[src/rtl/mem_axi_bridge.sv]
// mem_axi_bridge: core mem_slave request port to a 32-bit AXI4 master, one command in flight.
// Define MEM_AXI_ERR_CAPTURE_EN to add first-error capture (err_valid/err_addr/err_clr).
module mem_axi_bridge #(
  parameter int         ID_W       = 2,
  parameter int         MAX_READS  = 4,
  parameter int         MAX_WRITES = 4,
  parameter logic [3:0] AXI_CACHE  = 4'b0011
) (
  input  logic            clk,
  input  logic            rst_n,
  input  logic            mem_request,
  input  logic [29:0]     mem_addr,
  input  logic [4:0]      mem_rlen,
  input  logic            mem_rnw,
  input  logic            mem_rmw,
  input  logic [3:0]      mem_wbe,
  input  logic [31:0]     mem_wdata,
  input  logic [ID_W-1:0] mem_id,
  output logic            mem_ack,
  output logic            mem_rvalid,
  output logic [31:0]     mem_rdata,
  output logic [ID_W-1:0] mem_rid,
  output logic            mem_inv,
  output logic [29:0]     mem_inv_addr,
  output logic            mem_write_outstanding,
  output logic            axi_arvalid,
  input  logic            axi_arready,
  output logic [31:0]     axi_araddr,
  output logic [7:0]      axi_arlen,
  output logic [2:0]      axi_arsize,
  output logic [1:0]      axi_arburst,
  output logic            axi_arlock,
  output logic [3:0]      axi_arcache,
  output logic [5:0]      axi_arid,
  output logic            axi_awvalid,
  input  logic            axi_awready,
  output logic [31:0]     axi_awaddr,
  output logic [7:0]      axi_awlen,
  output logic [2:0]      axi_awsize,
  output logic [1:0]      axi_awburst,
  output logic            axi_awlock,
  output logic [3:0]      axi_awcache,
  output logic [5:0]      axi_awid,
  output logic            axi_wvalid,
  input  logic            axi_wready,
  output logic [31:0]     axi_wdata,
  output logic [3:0]      axi_wstrb,
  output logic            axi_wlast,
  input  logic            axi_bvalid,
  output logic            axi_bready,
  input  logic [5:0]      axi_bid,
  input  logic [1:0]      axi_bresp,
  input  logic            axi_rvalid,
  output logic            axi_rready,
  input  logic [5:0]      axi_rid,
  input  logic [31:0]     axi_rdata,
  input  logic [1:0]      axi_rresp,
  input  logic            axi_rlast
`ifdef MEM_AXI_ERR_CAPTURE_EN
  ,
  output logic            err_valid,
  output logic [31:0]     err_addr,
  input  logic            err_clr
`endif
);

  typedef enum logic [1:0] {IDLE = 2'd0, AR = 2'd1, AW_W = 2'd2} state_t;

  localparam logic [4:0] MAX_RD = 5'(MAX_READS);
  localparam logic [4:0] MAX_WR = 5'(MAX_WRITES);

  state_t          state, state_nxt;
  logic            run;
  logic [4:0]      read_cnt, write_cnt;
  logic [29:0]     cmd_addr;
  logic [4:0]      cmd_rlen;
  logic            cmd_rmw;
  logic [3:0]      cmd_wbe;
  logic [31:0]     cmd_wdata;
  logic [ID_W-1:0] cmd_id;
  logic            aw_done, w_done;
  logic            ar_hs, aw_hs, w_hs, r_hs, b_hs;
  logic            rd_dec, wr_inc, wr_dec, rd_credit, wr_credit;
  logic            unused_bits;

  assign r_hs   = axi_rvalid & run;
  assign b_hs   = axi_bvalid & run;
  assign ar_hs  = axi_arvalid & axi_arready;
  assign aw_hs  = axi_awvalid & axi_awready;
  assign w_hs   = axi_wvalid & axi_wready;
  assign rd_dec = r_hs & axi_rlast & (read_cnt != 5'd0);
  assign wr_dec = b_hs & (write_cnt != 5'd0);
  assign wr_inc = mem_ack & ~mem_rnw;
  // A completion in the same cycle frees its credit for a waiting request.
  assign rd_credit = (read_cnt - {4'd0, rd_dec}) < MAX_RD;
  assign wr_credit = (write_cnt - {4'd0, wr_dec}) < MAX_WR;

  always_ff @(posedge clk or negedge rst_n) begin
    if (!rst_n) state <= IDLE;
    else        state <= state_nxt;
  end

  always_comb begin
    state_nxt   = state;
    mem_ack     = 1'b0;
    axi_arvalid = 1'b0;
    axi_awvalid = 1'b0;
    axi_wvalid  = 1'b0;
    case (state)
      IDLE: begin
        mem_ack = run & mem_request & (mem_rnw ? rd_credit : wr_credit);
        if (mem_ack) state_nxt = mem_rnw ? AR : AW_W;
      end
      AR: begin
        axi_arvalid = 1'b1;
        if (axi_arready) state_nxt = IDLE;
      end
      AW_W: begin
        axi_awvalid = ~aw_done;
        axi_wvalid  = ~w_done;
        if ((aw_done | axi_awready) & (w_done | axi_wready)) state_nxt = IDLE;
      end
      default: state_nxt = IDLE;
    endcase
  end

  always_ff @(posedge clk or negedge rst_n) begin
    if (!rst_n) begin
      run       <= 1'b0;
      read_cnt  <= 5'd0;
      write_cnt <= 5'd0;
      aw_done   <= 1'b0;
      w_done    <= 1'b0;
      cmd_addr  <= '0;
      cmd_rlen  <= '0;
      cmd_rmw   <= 1'b0;
      cmd_wbe   <= '0;
      cmd_wdata <= '0;
      cmd_id    <= '0;
    end else begin
      run       <= 1'b1;
      read_cnt  <= read_cnt + {4'd0, ar_hs} - {4'd0, rd_dec};
      write_cnt <= write_cnt + {4'd0, wr_inc} - {4'd0, wr_dec};
      if (mem_ack) begin
        cmd_addr  <= mem_addr;
        cmd_rlen  <= mem_rlen;
        cmd_rmw   <= mem_rmw;
        cmd_wbe   <= mem_wbe;
        cmd_wdata <= mem_wdata;
        cmd_id    <= mem_id;
        aw_done   <= 1'b0;
        w_done    <= 1'b0;
      end else begin
        if (aw_hs) aw_done <= 1'b1;
        if (w_hs)  w_done  <= 1'b1;
      end
    end
  end

  assign axi_araddr  = {cmd_addr, 2'b00};
  assign axi_arlen   = {3'b000, cmd_rlen};
  assign axi_arsize  = 3'b010;
  assign axi_arburst = 2'b01;
  assign axi_arlock  = cmd_rmw;
  assign axi_arcache = AXI_CACHE;
  assign axi_arid    = {{(6-ID_W){1'b0}}, cmd_id};
  assign axi_awaddr  = {cmd_addr, 2'b00};
  assign axi_awlen   = 8'd0;
  assign axi_awsize  = 3'b010;
  assign axi_awburst = 2'b01;
  assign axi_awlock  = cmd_rmw;
  assign axi_awcache = AXI_CACHE;
  assign axi_awid    = {{(6-ID_W){1'b0}}, cmd_id};
  assign axi_wdata   = cmd_wdata;
  assign axi_wstrb   = cmd_wbe;
  assign axi_wlast   = 1'b1;
  assign axi_rready  = run;
  assign axi_bready  = run;

  assign mem_rvalid            = r_hs;
  assign mem_rdata             = axi_rdata;
  assign mem_rid               = axi_rid[ID_W-1:0];
  assign mem_inv               = 1'b0;
  assign mem_inv_addr          = '0;
  assign mem_write_outstanding = (write_cnt != 5'd0) | (state == AW_W);

  assign unused_bits = ^{axi_bid, axi_rid[5:ID_W], axi_rresp, axi_bresp};

  assert property (@(posedge clk) disable iff (!rst_n) !(r_hs && axi_rlast && read_cnt == 5'd0));
  assert property (@(posedge clk) disable iff (!rst_n) !(b_hs && write_cnt == 5'd0));

`ifdef MEM_AXI_ERR_CAPTURE_EN
  localparam int WP_W = (MAX_WRITES > 1) ? $clog2(MAX_WRITES) : 1;
  localparam logic [WP_W-1:0] WP_LAST = WP_W'(MAX_WRITES - 1);

  logic [31:0]     rd_tab  [2**ID_W];
  logic [31:0]     wr_fifo [2**WP_W];
  logic [WP_W-1:0] wr_wp, wr_rp;
  logic            r_err, b_err;

  assign r_err = r_hs & axi_rresp[1];
  assign b_err = wr_dec & axi_bresp[1];

  always_ff @(posedge clk) begin
    if (ar_hs)  rd_tab[cmd_id]  <= {cmd_addr, 2'b00};
    if (wr_inc) wr_fifo[wr_wp]  <= {mem_addr, 2'b00};
  end

  always_ff @(posedge clk or negedge rst_n) begin
    if (!rst_n) begin
      wr_wp     <= '0;
      wr_rp     <= '0;
      err_valid <= 1'b0;
      err_addr  <= '0;
    end else begin
      if (wr_inc) wr_wp <= (wr_wp == WP_LAST) ? '0 : wr_wp + 1'b1;
      if (wr_dec) wr_rp <= (wr_rp == WP_LAST) ? '0 : wr_rp + 1'b1;
      if (err_clr) begin
        err_valid <= 1'b0;
      end else if (!err_valid && (r_err || b_err)) begin
        err_valid <= 1'b1;
        err_addr  <= r_err ? rd_tab[axi_rid[ID_W-1:0]] : wr_fifo[wr_rp];
      end
    end
  end
`endif

endmodule

[config.mk]
export PLATFORM = sky130hd
export DESIGN_NAME = mem_axi_bridge
export DESIGN_NICKNAME = d
export VERILOG_FILES = /design/src/rtl/mem_axi_bridge.sv
export SDC_FILE = /design/constraint.sdc
export NUM_CORES = 1
export LEC_CHECK = 0
export BUFFER_PORTS_ARGS = -buffer_cell sky130_fd_sc_hd__buf_2
export CORE_ASPECT_RATIO = 0.5
export CORE_MARGIN = 4
export CORE_UTILIZATION = 25
export DETAILED_ROUTE_END_ITERATION = 12
export REMOVE_ABC_BUFFERS = 1
export SETUP_SLACK_MARGIN = 0.5
export SYNTH_ARGS = -nofsm -noshare
export SYNTH_HDL_FRONTEND = slang
export SYNTH_SLANG_ARGS = --single-unit
export TNS_END_PERCENT = 1
[constraint.sdc]
create_clock -name clk -period 3.9 [get_ports clk]
set_clock_uncertainty 0.2 [all_clocks]
set_input_delay 1.17 -clock clk [delete_from_list [all_inputs] [get_ports clk]]
set_output_delay 1.17 -clock clk [all_outputs]
set_load 0.03 [all_outputs]
==> Yosys cells after proc, flatten, opt, wreduce, memory -nomap -nowiden <==
Cells that the tools add are included.
{ "totals": {"regBits": 89, "latchBits": 0, "mem_bits_rw": 0, "rom_bits": 0, "output_inout_bits": 222, "memories": 0} }
{ "op_classes": {"addsub": 6, "multipliers": 0, "n_div": 0, "n_lt_le_gt_ge": 2, "eq_ne": 5, "shift": 0, "mux": 14, "bitwise": 18, "reduce_logical": 6} }
{ "ops": {"columns": ["operator", "count"], "rows": [
  ["5-bit by 1-bit subtractor with 5-bit output", 4],
  ["1-bit bitwise AND", 12],
  ["5-bit by 1-bit adder with 5-bit output", 2],
  ["5-bit by 3-bit < comparator with 1-bit output, second input constant", 2],
  ["5-bit nonzero test", 2],
  ["1-bit 2-to-1 mux", 9],
  ["2-bit 2-to-1 mux", 4],
  ["2-bit != test, second input constant", 3],
  ["2-bit one-hot mux with 3 select lines", 1],
  ["2-bit nonzero test", 2],
  ["1-bit NOT", 3],
  ["1-bit OR", 3],
  ["3-bit AND reduction", 1],
  ["2-bit by 1-bit == test with 1-bit output, second input constant", 1],
  ["2-bit == test, second input constant", 1],
  ["2-bit logical NOT", 1]
]} }

==> Longest topological paths before layout <==
{ "depth": {"word_depth": 11, "mapped_depth": 16, "ltp_nobuf": 16} }

==> Worst setup path before layout <==
Ideal clock, no wire load.
{ "synth_timing": {"path_type": "in2out", "startpoint": "input axi_rvalid", "endpoint": "output mem_ack", "arrival_ns": 2.406, "required_ns": 2.530, "slack_ns": 0.124, "stages": 5, "path_buffers": 0, "path_cell_list": "nand4b_1 > a211oi_1 > xnor2_1 > nand3_1 > a21oi_1"} }
{ "synth_between": {"elab_chain_cells": 8} }
{ "synth_lines": {"columns": ["item", "line", "text"], "rows": [
  ["start: declaration", "53", "input logic axi_rvalid,"],
  ["1-bit bitwise AND", "86", "assign r_hs = axi_rvalid & run;"],
  ["1-bit bitwise AND (2 in a row)", "91", "assign rd_dec = r_hs & axi_rlast & (read_cnt != 5'd0);"],
  ["5-bit by 1-bit subtractor with 5-bit output", "95", "assign rd_credit = (read_cnt - {4'd0, rd_dec}) < MAX_RD;"],
  ["5-bit by 3-bit < comparator with 1-bit output", "95", null],
  ["1-bit 2-to-1 mux", "111", "mem_ack = run & mem_request & (mem_rnw ? rd_credit : wr_credit);"],
  ["1-bit bitwise AND", "111", null],
  ["1-bit 2-to-1 mux", "109", "case (state)"],
  ["end: declaration", "19", "output logic mem_ack,"]
]} }
No other way between the ends.

==> Final worst setup path <==
{ "layout_timing": {"startpoint": "input axi_rlast", "endpoint": "output mem_ack"} }
{ "layout_between": {"elab_chain_cells": 7} }
{ "layout_lines": {"columns": ["item", "line", "text"], "rows": [
  ["start: declaration", "58", "input logic axi_rlast"],
  ["1-bit bitwise AND (2 in a row)", "91", null],
  ["5-bit by 1-bit subtractor with 5-bit output", "95", null],
  ["5-bit by 3-bit < comparator with 1-bit output", "95", null],
  ["1-bit 2-to-1 mux", "111", null],
  ["1-bit bitwise AND", "111", null],
  ["1-bit 2-to-1 mux", "109", null]
]} }
No other way between the ends.

==> flow_summary.yaml <==
cells_and_area:
  fin_cells: 839
  finalCoreUtilization_pct: 30.7
  drive_gt1_share_pct: 54.4
  design_area_um2: 6090
  final_cell_mix: "buf_2, dfrtp_1, conb_1, mux2_4, mux2_2"
  nFillCells: 2019
  mostFrequentLayoutCell: "buf_2"
  nets: 716
  syn2layout_area_growth_pct: 18.4
clock_network:
  numCtsBuffers: 9
  cts_tree: "yes"
  clock_latency_ps: 340
  htree_levels: 3
  clk_path_buf_depth: 2
  root_buffer: "clkbuf_16"
  path_clk_slew_ps: 60
  cts_sinks: 89
critical_path:
  path_cells: "buf_6 > nand4b_1 > a211oi_2 > xnor2_2 > nand3_2 > a21oi_2 > buf_6"
  critPathRequiredTime_ps: 2530
  critPathMostFrequentCell: "buf_6"
  worst_path_max_delay_cell: "a211oi_2"
  max_stage_delay_ps: 330
  criticalPathCategory: "in -> out"
  crit_family: "compound AO/OA/AOI/OAI gates"
  crit_fanout: 2
  cp.arrival_ps: 2330
  cp-start-kind: "input pin"
  reg2reg_from: "write_cnt[2]"
  r2r-end: "write_cnt[4]"
  rrSetupSlack_ps: 370
  endpoint_kind: "primary output"
  crit_buf_inv: 2
  reg2reg_depth: 16
yosys:
  synth_cells: 423
  ys_seq_elements: 89
  ys_warn_count: 0
  synth-edff-count: 0
  synthDistinctLibCells: 42
  async_flop_share_pct: 100
  yosys_most_used_dff: "dfrtp_1"
  synth_seq_area_share_pct: 43.3
  postSynthAreaPerCell_um2: 12.2
  syn_area_um2: 5150
sta:
  tns_ps: 0
  slew_viol_final: 0
  layout_min_cycle_time_ps: 3700
  finalSetupViolCount: 0
  fmax_mhz: 270
  period_share_pct: 94.9
  worstMarginPinSlew_ps: 620
  rsz0062_at_grt: "yes"
  finalHoldWorstSlack_ps: 299
  finalHoldViolations: 0
  slew-limit-headroom_pct: 58.7
floorplan:
  dieHeight_um: 109
  io_pins: 354
  num_rows: 36
  die_w_um: 211
  core_area_um2: 19800
  initial_core_util_pct: 26.0
  die_area_um2: 23100
place:
  dp_cells: 817
  place_area_um2: 5710
  port_buffers: 198
  dp_hpwl_um: 11200
  gp_congestion: 0.753
pwr:
  p_int_mw: 3.07
  clkPwrFrac_pct: 15.2
  peakVddDrop_uv: 320
  leakage_nw: 3.30
  power_density_nw_per_um2: 942
  pwr-share-seq_pct: 29.5
  p_switching_mw: 2.67
  combinationalPowerShare_pct: 55.3
  p_sw_share_pct: 46.5
status:
  status: "complete, no violations"
route:
  drt_iter0_markers: 91
  drtAntennaViolNets: 0
  dr.pass1.iters: 4
  route.vias.total: 3192
  drc: 0
  vias_per_cell: 3.80
  wl_um: 13900
  routedWlPerCell_um: 16.6
hold_path:
  min_to: "cmd_rlen[4]"
  hold_path_class: "reg -> reg"
  hold_depth: 1
  min-delay-start: "cmd_rlen[4]"
grt:
  grt_max_degree: 47
  antenna_found_initial: 3
  grt.total_usage_pct: 11.4
  first_global_vias: 3291
  overflow: 0
  grt_first_pass_wirelength_um: 19500
run:
  max_cap_viol_count: 0
[layout make-up]
| class | count | area, um^2 | share of cell area [%] |
|---|---|---|---|
| diodes | 3 | 7.51 | 0.123 |
| clock buffers | 10 | 229 | 3.76 |
| clock inverters | 6 | 66.3 | 1.09 |
| inverters | 17 | 63.8 | 1.05 |
| multi-input cells | 240 | 2040 | 33.5 |
| flip-flops and latches | 89 | 2230 | 36.6 |
| well taps | 266 | 333 | 5.46 |
| repair buffers | 208 | 1120 | 18.5 |
[per-stage QoR]
stage | power (mW) | setup slack (ps)
finish | 5.74 | 200
floorplan | 3.95 | -1480
global route | 6.08 | 93.7
detailed placement | 4.84 | -2.70
CTS | 5.78 | 236
global placement | 4.78 | 37.2
[how the worst max path moves through the flow]
stage | depth (start not counted) | start | to | slack (ps)
CTS | 7 | axi_rlast | mem_ack | 240
finish | 7 | axi_rlast | mem_ack | 200
detailed placement | 14 | mem_request | write_cnt[4] | -3
global route | 7 | axi_rlast | mem_ack | 90
global placement | 14 | mem_request | write_cnt[4] | 40
floorplan | 5 | axi_rvalid | axi_arlock | -1480
[synthesized netlist by cell type (all sizes together), types with 2 or more instances]
master	n	area share, %
xor2	5	0.85
nand3	3	0.39
nor2	17	1.2
inv	17	1.2
a21oi	5	0.49
dfrtp	89	43
mux2	74	19
or4b	2	0.39
buf	149	22
nor4bb	3	0.58
ha	17	4.1
a211o	2	0.34
xnor2	6	1.0
nand2	5	0.36
fa	2	0.78
nor2b	4	0.49
conb	2	0.15
a211oi	2	0.29
[layer usage]
metal	up-vias	global-route usage (%)	wire, um
met1	1587	13.1	5430
met2	116	17.8	6830
met3	19	5.70	1220
li1	1468	-	-
met4	2	4.53	280
met5	-	4.96	123
[power groups by stage]
stage / sequential [mW] / clock, mW / combinational, mW
after global placement: 1.70 / 0 / 3.08
final: 1.69 / 0.870 / 3.17
after detailed placement: 1.71 / 0 / 3.13
after CTS: 1.70 / 0.906 / 3.18
after global routing: 1.77 / 0.945 / 3.36
after floorplan: 2.77 / 0 / 1.18
[what timing repair did]
| action | CTS | global route |
|---|---|---|
| setup buffers | 2 | 1 |
| pin swaps | 6 | 0 |
| setup endpoints to repair | 2 | 6 |
| resized for setup | 9 | 4 |
| hold buffers | 0 | 0 |
[sequential cells by signal, indices dropped and copies added, names as in the netlist]
signal,count
cmd_id,2
cmd_addr,30
axi_wstrb,4
axi_bready,1
axi_arlock,1
state,2
aw_done,1
read_cnt,5
cmd_rlen,5
write_cnt,5
axi_wdata,32
w_done,1
[cells by family (layout without fill, tap and decap cells)]
logic type	count (synthesis)	after routing	share of synthesized area, %
buffers and inverters	166	241	23.2
other	2	77	0.146
multiplexers	74	74	19.0
AO/OA/AOI/OAI	17	17	2.60
AND/OR/NAND/NOR	45	45	5.03
XOR/XNOR	11	11	1.87
flip-flops	89	89	43.3
adder cells (fa/ha/maj)	19	19	4.91
No activity file was read; power rests on OpenSTA's default activity.
